==> config.mk <==
export PLATFORM = sky130hd
export DESIGN_NAME = spart_word_link_flat
export DESIGN_NICKNAME = d
export VERILOG_FILES = /design/src/rtl/spart_word_link_if.sv /design/src/rtl/spart_word_link.sv /design/src/flat_wrapper.sv
export SDC_FILE = /design/constraint.sdc
export NUM_CORES = 1
export LEC_CHECK = 0
export ABC_AREA = 1
export CAP_MARGIN = 40
export CORE_ASPECT_RATIO = 0.6
export CORE_MARGIN = 5
export CORE_UTILIZATION = 56
export DETAILED_ROUTE_END_ITERATION = 10
export HOLD_SLACK_MARGIN = 0.12
export PLACE_DENSITY_LB_ADDON = 0.08
export SYNTH_ARGS = -nofsm -noshare
export SYNTH_HDL_FRONTEND = slang
export SYNTH_SLANG_ARGS = --single-unit
export TNS_END_PERCENT = 1
==> constraint.sdc <==
create_clock -name sys_clk -period 7.4 [get_ports sys_clk]
set_input_delay 1.48 -clock sys_clk [delete_from_list [all_inputs] [get_ports sys_clk]]
set_output_delay 1.48 -clock sys_clk [all_outputs]
set_load 0.02 [all_outputs]
==> src/rtl/spart_word_link_if.sv <==
// spart_word_link_if: word-level tx/rx valid-ready handshakes of the serial word link
// master: user side (drives tx_valid/tx_data/rx_ready); slave: link side (drives tx_ready/rx_valid/rx_data)
interface spart_word_link_if #(parameter int W = 24);
  logic tx_valid;
  logic tx_ready;
  logic [W-1:0] tx_data;
  logic rx_valid;
  logic rx_ready;
  logic [W-1:0] rx_data;
  modport master (output tx_valid, tx_data, rx_ready, input tx_ready, rx_valid, rx_data);
  modport slave (input tx_valid, tx_data, rx_ready, output tx_ready, rx_valid, rx_data);
endinterface

==> src/rtl/spart_word_link.sv <==
// spart_word_link: UART-style multi-byte word link with rx FIFO, parity, framing and inter-byte timeout
// ports: sys_clk/rst (sync, active high); baud = cycles per bit (min 4); txd/rxd serial pins;
//        bus = word handshakes; rx_frame_err/rx_parity_err/rx_overflow = one-cycle error pulses
module spart_word_link #(
  parameter int WORD_BYTES = 3,
  parameter int FIFO_DEPTH = 4,
  parameter bit PARITY_EN = 1'b0,
  parameter int TIMEOUT_BITS = 16
) (
  input  logic sys_clk,
  input  logic rst,
  input  logic [15:0] baud,
  output logic txd,
  input  logic rxd,
  output logic rx_frame_err,
  output logic rx_parity_err,
  output logic rx_overflow,
  spart_word_link_if.slave bus
);
  localparam int W = 8 * WORD_BYTES;
  localparam int AW = $clog2(FIFO_DEPTH);
  localparam int BW = WORD_BYTES > 1 ? $clog2(WORD_BYTES) : 1;
  typedef enum logic [2:0] {IDLE, START, DATA, PARITY, STOP} state_t;
  logic [15:0] bd;
  assign bd = baud < 16'd4 ? 16'd4 : baud;
  state_t tx_st;
  logic [15:0] tx_baud, tx_cnt;
  logic [2:0] tx_bit;
  logic [W-1:0] tx_sh;
  logic tx_par, tx_rdy;
  logic [BW-1:0] tx_byte;
  assign bus.tx_ready = tx_rdy;
  // tx_sh shifts one bit per data bit, so bit 0 always holds the bit on (or next on) the wire
  always_ff @(posedge sys_clk)
    if (rst) begin
      tx_st <= IDLE;
      txd <= 1'b1;
      tx_rdy <= 1'b1;
      tx_baud <= 16'd4;
      tx_cnt <= '0;
      tx_bit <= '0;
      tx_sh <= '0;
      tx_par <= 1'b0;
      tx_byte <= '0;
    end else if (tx_st == IDLE) begin
      if (bus.tx_valid && tx_rdy) begin
        tx_st <= START;
        txd <= 1'b0;
        tx_rdy <= 1'b0;
        tx_baud <= bd;
        tx_cnt <= '0;
        tx_byte <= '0;
        tx_sh <= bus.tx_data;
      end
    end else if (tx_cnt != tx_baud - 16'd1) tx_cnt <= tx_cnt + 16'd1;
    else begin
      tx_cnt <= '0;
      case (tx_st)
        START: begin
          tx_st <= DATA;
          tx_bit <= '0;
          txd <= tx_sh[0];
          tx_par <= tx_sh[0];
        end
        DATA: begin
          tx_sh <= tx_sh >> 1;
          tx_bit <= tx_bit + 3'd1;
          if (tx_bit == 3'd7) begin
            tx_st <= PARITY_EN ? PARITY : STOP;
            txd <= PARITY_EN ? tx_par : 1'b1;
          end else begin
            txd <= tx_sh[1];
            tx_par <= tx_par ^ tx_sh[1];
          end
        end
        PARITY: begin
          tx_st <= STOP;
          txd <= 1'b1;
        end
        default:
          if (tx_byte == BW'(WORD_BYTES - 1)) begin
            tx_st <= IDLE;
            tx_rdy <= 1'b1;
          end else begin
            tx_byte <= tx_byte + 1'b1;
            tx_st <= START;
            txd <= 1'b0;
          end
      endcase
    end
  logic r1, r2, r3;
  state_t rx_st;
  logic [15:0] rx_baud, rx_cnt;
  logic [2:0] rx_bit;
  logic [7:0] rx_sh;
  logic rx_par, par_bad, push, fall, samp, tmo;
  logic [BW-1:0] rx_byte;
  logic [W-1:0] word;
  logic [31:0] idle_cnt, tmo_lim;
  assign fall = r3 & ~r2;
  // rx_cnt restarts at 1, so the start sample lands baud/2 cycles after r2 first went low
  assign samp = rx_st == START ? rx_cnt == (rx_baud >> 1) - 16'd1 : rx_cnt == rx_baud;
  assign tmo_lim = 32'(TIMEOUT_BITS) * 32'(rx_baud);
  assign tmo = rx_st == IDLE && rx_byte != '0 && idle_cnt == tmo_lim - 32'd1;
  always_ff @(posedge sys_clk)
    if (rst) begin
      r1 <= 1'b1;
      r2 <= 1'b1;
      r3 <= 1'b1;
      rx_st <= IDLE;
      rx_baud <= 16'd4;
      rx_cnt <= '0;
      rx_bit <= '0;
      rx_sh <= '0;
      rx_par <= 1'b0;
      par_bad <= 1'b0;
      rx_byte <= '0;
      word <= '0;
      push <= 1'b0;
      idle_cnt <= '0;
      rx_frame_err <= 1'b0;
      rx_parity_err <= 1'b0;
    end else begin
      r1 <= rxd;
      r2 <= r1;
      r3 <= r2;
      push <= 1'b0;
      rx_frame_err <= 1'b0;
      rx_parity_err <= 1'b0;
      idle_cnt <= rx_st == IDLE && rx_byte != '0 && !tmo ? idle_cnt + 32'd1 : '0;
      if (tmo) begin
        rx_frame_err <= 1'b1;
        rx_byte <= '0;
      end
      case (rx_st)
        IDLE:
          if (fall) begin
            rx_st <= START;
            rx_cnt <= 16'd1;
            rx_baud <= bd;
          end
        default:
          if (!samp) rx_cnt <= rx_cnt + 16'd1;
          else begin
            rx_cnt <= 16'd1;
            case (rx_st)
              START:
                if (r2) begin
                  rx_st <= IDLE;
                  rx_frame_err <= 1'b1;
                  rx_byte <= '0;
                end else begin
                  rx_st <= DATA;
                  rx_bit <= '0;
                  rx_par <= 1'b0;
                end
              DATA: begin
                rx_sh <= {r2, rx_sh[7:1]};
                rx_par <= rx_par ^ r2;
                rx_bit <= rx_bit + 3'd1;
                par_bad <= 1'b0;
                if (rx_bit == 3'd7) rx_st <= PARITY_EN ? PARITY : STOP;
              end
              PARITY: begin
                par_bad <= r2 != rx_par;
                rx_st <= STOP;
              end
              default: begin
                // parity result is held until the stop sample so both error pulses coincide
                rx_st <= IDLE;
                rx_frame_err <= ~r2;
                rx_parity_err <= par_bad;
                if (!r2 || par_bad) rx_byte <= '0;
                else begin
                  word[{rx_byte, 3'b000} +: 8] <= rx_sh;
                  if (rx_byte == BW'(WORD_BYTES - 1)) begin
                    rx_byte <= '0;
                    push <= 1'b1;
                  end else rx_byte <= rx_byte + 1'b1;
                end
              end
            endcase
          end
      endcase
    end
  logic [W-1:0] mem [FIFO_DEPTH];
  logic [AW-1:0] wp, rp;
  logic [AW:0] cnt;
  logic nz, full, pop, wr;
  assign nz = cnt != '0;
  assign full = cnt == (AW + 1)'(FIFO_DEPTH);
  assign pop = nz && bus.rx_ready;
  // a pop in the same cycle frees the slot, so a full FIFO still accepts the push
  assign wr = push && (!full || pop);
  assign bus.rx_valid = nz;
  assign bus.rx_data = nz ? mem[rp] : '0;
  always_ff @(posedge sys_clk)
    if (wr) mem[wp] <= word;
  always_ff @(posedge sys_clk)
    if (rst) begin
      wp <= '0;
      rp <= '0;
      cnt <= '0;
      rx_overflow <= 1'b0;
    end else begin
      if (wr) wp <= wp + 1'b1;
      if (pop) rp <= rp + 1'b1;
      cnt <= cnt + (AW + 1)'(wr) - (AW + 1)'(pop);
      rx_overflow <= push && full && !pop;
    end
endmodule
==> src/flat_wrapper.sv <==
// flat-port wrapper written by rule: the top's interface ports become plain ports
module spart_word_link_flat 
#(
  parameter int WORD_BYTES = 3,
  parameter int FIFO_DEPTH = 4,
  parameter bit PARITY_EN = 1'b0,
  parameter int TIMEOUT_BITS = 16
)
  (sys_clk, rst, baud, txd, rxd, rx_frame_err, rx_parity_err, rx_overflow, bus_tx_valid, bus_tx_data, bus_rx_ready, bus_tx_ready, bus_rx_valid, bus_rx_data);
  spart_word_link_if bus_i ();
  input  logic sys_clk;
  input  logic rst;
  input  logic [15:0] baud;
  output logic txd;
  input  logic rxd;
  output logic rx_frame_err;
  output logic rx_parity_err;
  output logic rx_overflow;
  input wire logic [$bits(bus_i.tx_valid)-1:0] bus_tx_valid;
  input wire logic [$bits(bus_i.tx_data)-1:0] bus_tx_data;
  input wire logic [$bits(bus_i.rx_ready)-1:0] bus_rx_ready;
  output wire logic [$bits(bus_i.tx_ready)-1:0] bus_tx_ready;
  output wire logic [$bits(bus_i.rx_valid)-1:0] bus_rx_valid;
  output wire logic [$bits(bus_i.rx_data)-1:0] bus_rx_data;
  assign bus_i.tx_valid = bus_tx_valid;
  assign bus_i.tx_data = bus_tx_data;
  assign bus_i.rx_ready = bus_rx_ready;
  assign bus_tx_ready = bus_i.tx_ready;
  assign bus_rx_valid = bus_i.rx_valid;
  assign bus_rx_data = bus_i.rx_data;
  spart_word_link #(.WORD_BYTES(WORD_BYTES), .FIFO_DEPTH(FIFO_DEPTH), .PARITY_EN(PARITY_EN), .TIMEOUT_BITS(TIMEOUT_BITS)) u_core (.sys_clk(sys_clk), .rst(rst), .baud(baud), .txd(txd), .rxd(rxd), .rx_frame_err(rx_frame_err), .rx_parity_err(rx_parity_err), .rx_overflow(rx_overflow), .bus(bus_i));
endmodule
Word-level counts from Yosys, hierarchy flattened
Memory sizes are Yosys's and may differ from the RTL's. A register that Yosys moved wholly into a read port is not among the register bits.
Cells that the tools add are included.

storage, ports and cells
  register bits = 186
  bits in writable memories = 96
  word-level logic and storage cells = 189
  memories = 1

operators by class
  add/subtract/negate cells = 15
  $lt $le $gt $ge = 1
  equal/unequal tests = 25
  shifts and indexed selects = 2
  mux-type cells = 64
  bitwise operators = 10
  reduce and logical (&&, ||, !) cells = 43

memory list
  memory      depth  bits a word  read ports  clocked after Yosys merged registers in  wr ports  line                    RTL
  u_core.mem  4      24           1           1                                        1         spart_word_link.sv:186  logic [W-1:0] mem [FIFO_DEPTH];

operator list
  cell                                                                     count
  24-bit 2-to-1 mux                                                        5
  16-bit 2-to-1 mux                                                        7
  16-bit by 1-bit adder with 16-bit output (second input constant)         2
  32-bit by 1-bit adder with 32-bit output (second input constant)         1
  16-bit equality test                                                     2
  32-bit equality test                                                     1
  2-bit 2-to-1 mux                                                         14
  3-bit 2-to-1 mux                                                         9
  24-bit bitwise mux                                                       1
  8-bit by 7-bit variable shift with 24-bit output (first input constant)  1
  8-bit by 7-bit indexed part select with 24-bit output                    1
  3-bit AND reduction                                                      7
  20-bit by 1-bit subtractor with 21-bit output (second input constant)    1
  1-bit 2-to-1 mux                                                         19
  3-bit case mux with 3 select lines                                       2
  16-bit by 3-bit < comparator with 1-bit output (second input constant)   1
  16-bit != test                                                           1
  4-bit AND reduction                                                      4
  15-bit by 1-bit subtractor with 16-bit output (second input constant)    1
  16-bit by 1-bit subtractor with 16-bit output (second input constant)    1
  2-bit nonzero test                                                       7
  3-bit by 2-bit equality test with 1-bit output (second input constant)   4
  3-bit case mux with 2 select lines                                       2
  3-bit equality test (second input constant)                              3
  28 further kinds                                                         63

Longest topological paths before layout
  depth in word-level cells = 8
  mapped depth = 20
  mapped depth without buffers = 19

Worst setup path before layout
OpenSTA, ideal clock, no wires.

  path kind = input port to flip-flop
  from = input bus_rx_ready
  to = memory u_core.mem[0][0] (enable)
  library setup time = 405 ps
  data arrival time = 2800 ps
  path slack = 4195 ps
  cell stages on the path = 4
  cells stage by stage = inv_1 -> nand3_1 -> nand2_1 -> nor2_1

on the way
  word-level cells in the longest chain between the ends = 5

ends and longest elaborated chain
  element                                 line                    RTL
  from (decl)                             flat_wrapper.sv:21      input wire logic [$bits(bus_i.rx_ready)-1:0] bus_rx_ready;
  1-bit logical AND                       spart_word_link.sv:192  assign pop = nz && bus.rx_ready;
  1-bit logical OR                        spart_word_link.sv:194  assign wr = push && (!full || pop);
  1-bit logical AND                       spart_word_link.sv:194
  1-bit 2-to-1 mux                        spart_word_link.sv:198  if (wr) mem[wp] <= word;
  1-bit 2-to-1 mux (implied by the code)  spart_word_link.sv:198
  to (decl)                               spart_word_link.sv:186

Every way passes these cells.

==> impl_metrics.ini <==
[synthesis]
synth.distinct_cells = 45
ys_top_cells_by_area = dfxtp_1, edfxtp_1, nand2_1
synth.top_cells.by_count = nand2_1, nor2_1, inv_1
syn_inst = 1942
synth.most_common_cell = nand2_1
synthFlopType = dfxtp_1
ys_ff_latch = 284
synth_nets = 2011
synth_top_cell_area_share = 0.259
yosys_warnings = 0
async_flop_share = 0
syn_area_um2 = 14500
synth-edff-count = 96
synth.avg_cell_area_um2 = 7.47
ys_seq_area_frac = 0.458
synth_top_cell_by_area = dfxtp_1

[power_and_ir_drop]
power_density_nw_per_um2 = 298
p_sw_w = 0.00175
max-vdd-ir-drop_uv = 224
p_leak_nw = 6.51
combPwrFrac = 0.323
p_int_w = 0.00314
power.share.sequential = 0.384
sw_frac_of_total = 0.358
design_power_total_w = 0.00489
power_frac_clock = 0.293

[clock_tree]
postCtsSetupBuffers = 0
cts_sinks = 284
cts.htree.levels = 1
cts-hold-fix-buffers = 0
cts_root_buf = clkbuf_16
clkTransAtPathRegs_ns = 0.06
clkLatencyLatePin_ns = 0.55
post_cts_resized = 0
cts_tree = done
cts.path.max_buffers = 3
numCtsBuffers = 27

[detailed_routing]
drc_errors = 0
drtAntennaViolNets = 0
drtIter0Drc = 1277
routedWlPerCell_um = 14.8
first_pass_iters = 5
viasPerCell = 5.33
totalWireLength_mm = 34.8
vias = 12500

[place]
gp_congestion = 0.883
placed_cell_area_um2 = 15500
dp_hpwl_mm = 25.0
portBuffers = 74

[timing]
slew_violations = 0
hold_violations = 0
setup-violations-final = 0
rsz0062_at_grt = false
maxSlewHeadroom = 0.384
fmax_ghz = 0.210
period_minus_slack_ns = 4.76
fin_skew_ns = 0.0353
worstMarginPinSlew_ns = 0.922
tns_ns = 0
fin_crit_sh = 0.643

[floorplanning]
die_h_um = 135
die_x_um = 218
die_area_um2 = 29300
row_count = 45
coreArea_um2 = 25400
start_util = 0.571
io_pins = 75

[global_route]
grt_pass1_vias = 11300
track_usage = 0.234
grt_pass1_wl_mm = 57.6
grt_overflow_total = 0
antenna_found_initial = 0
grt_max_degree = 88

[final_layout]
regArea_um2 = 6650
fillers = 2211
drive_gt1_frac = 0.0605
diodes = 0
design_area_um2 = 16400
multi_input_area_um2 = 6750
syn2layout_area_growth_pct = 13.1
final_nets = 2048

[critical_path]
crit_path_start_kind = register
crit_arrival_ns = 3.28
criticalPathCategory = register to output pin
crit_required_ns = 5.92
end_kind = output pin
cp_max_fo = 25

[flow_run]
cap_violations = 0

[hold_path]
hp-class = register to register

[outcome]
status = finished clean
critical path, cell delays in order, from the launching register on:
cell             delay (ns)
dfxtp_1                0.92
inv_1                  0.66
nor2_1                 0.29
o21ai_0                0.12
a21oi_1                0.13
clkdlybuf4s50_1        0.62
area by class of cell:
cell class,instances,area share
repair buffers,87,0.0528
inverters,202,0.0462
multi-input cells,1377,0.412
clock inverters,11,0.00763
flip-flops and latches,284,0.405
well taps,352,0.0269
clock buffers,38,0.0495
cell families (layout without fill, tap and decap cells):
| kind of cell | after synthesis | count (layout) | synth area share |
|---|---|---|---|
| flip-flops | 284 | 284 | 0.458 |
| AO/OA/AOI/OAI | 307 | 307 | 0.108 |
| XOR/XNOR | 66 | 66 | 0.0408 |
| buffers and inverters | 281 | 338 | 0.0775 |
| adder cells (fa/ha/maj) | 24 | 24 | 0.0212 |
| AND/OR/NAND/NOR | 980 | 980 | 0.295 |
power groups by stage:
stage                     Combinational [W]  Sequential (W)  Clock, W
after floorplan                     0.00116         0.00185         0
after global placement              0.00152         0.00190         0
after detailed placement            0.00157         0.00190         0
after CTS                           0.00157         0.00187   0.00146
after global routing                0.00178         0.00189   0.00152
final                               0.00158         0.00188   0.00143
layout by cell type, fill, tap and decap left out, drive strengths merged, types with 2 or more instances in the layout:
cell and n:
nand2 400, nor2 336, inv 204, dfxtp 188, o21ai 170, nand3 126, a21oi 125, edfxtp 96
clkdlybuf4s50 73, nor3 58, xor2 45, clkbuf 38, nand4 28, ha 23, xnor2 20, buf 14
or2 13, nor4 7, nor3b 7, clkinv 7, a31oi 3, nand3b 3, o22ai 3, o21bai 2
bufinv 2, o211ai 2
routing by layer:
layer  share of wire  wire [um]  vias up  global-route usage
li1                -          -     6381                   -
met1            0.54      18800     5763               0.391
met2            0.39      13600      348               0.322
met3           0.056       1940       32              0.0316
met4           0.013        453        0              0.0404
met5               0          0        -                   0
flip-flops by register name, summed over array words and instances, names as in the netlist, 3 cells and up, named ones only:
name	flops
u_core.tx_baud	16
u_core.tx_sh	24
u_core.tx_bit	3
u_core.rx_cnt	16
u_core.cnt	3
u_core.tx_st	3
u_core.rx_baud	16
u_core.rx_st	3
u_core.mem	96
u_core.rx_bit	3
u_core.word	24
u_core.tx_cnt	16
u_core.idle_cnt	32
u_core.rx_sh	8
through the flow:
stage / hold WS, ns / cells / setup slack [ns] / util
4_1_cts: 0.415 / 2351 / 2.63 / 0.646
3_3_place_gp: 0.396 / 2298 / 3.31 / 0.607
5_1_grt: 0.456 / 2351 / 2.37 / 0.646
3_5_place_dp: 0.398 / 2302 / 3.21 / 0.609
6_report: 0.412 / 2351 / 2.64 / 0.646
2_1_floorplan: 0.389 / 1942 / 4.19 / -
final timing paths:
path                          start               end  slack, ns  depth (start not counted)
setup reg to reg  u_core.tx_baud[0]  u_core.tx_sh[21]       4.25                         14
setup / recovery           register    bus_rx_data[4]       2.64                          5
hold reg to reg           u_core.r1         u_core.r2       0.41                          1
hold / removal            u_core.r1         u_core.r2       0.41                          1
Note: power is estimated with default switching activity, not from simulation.
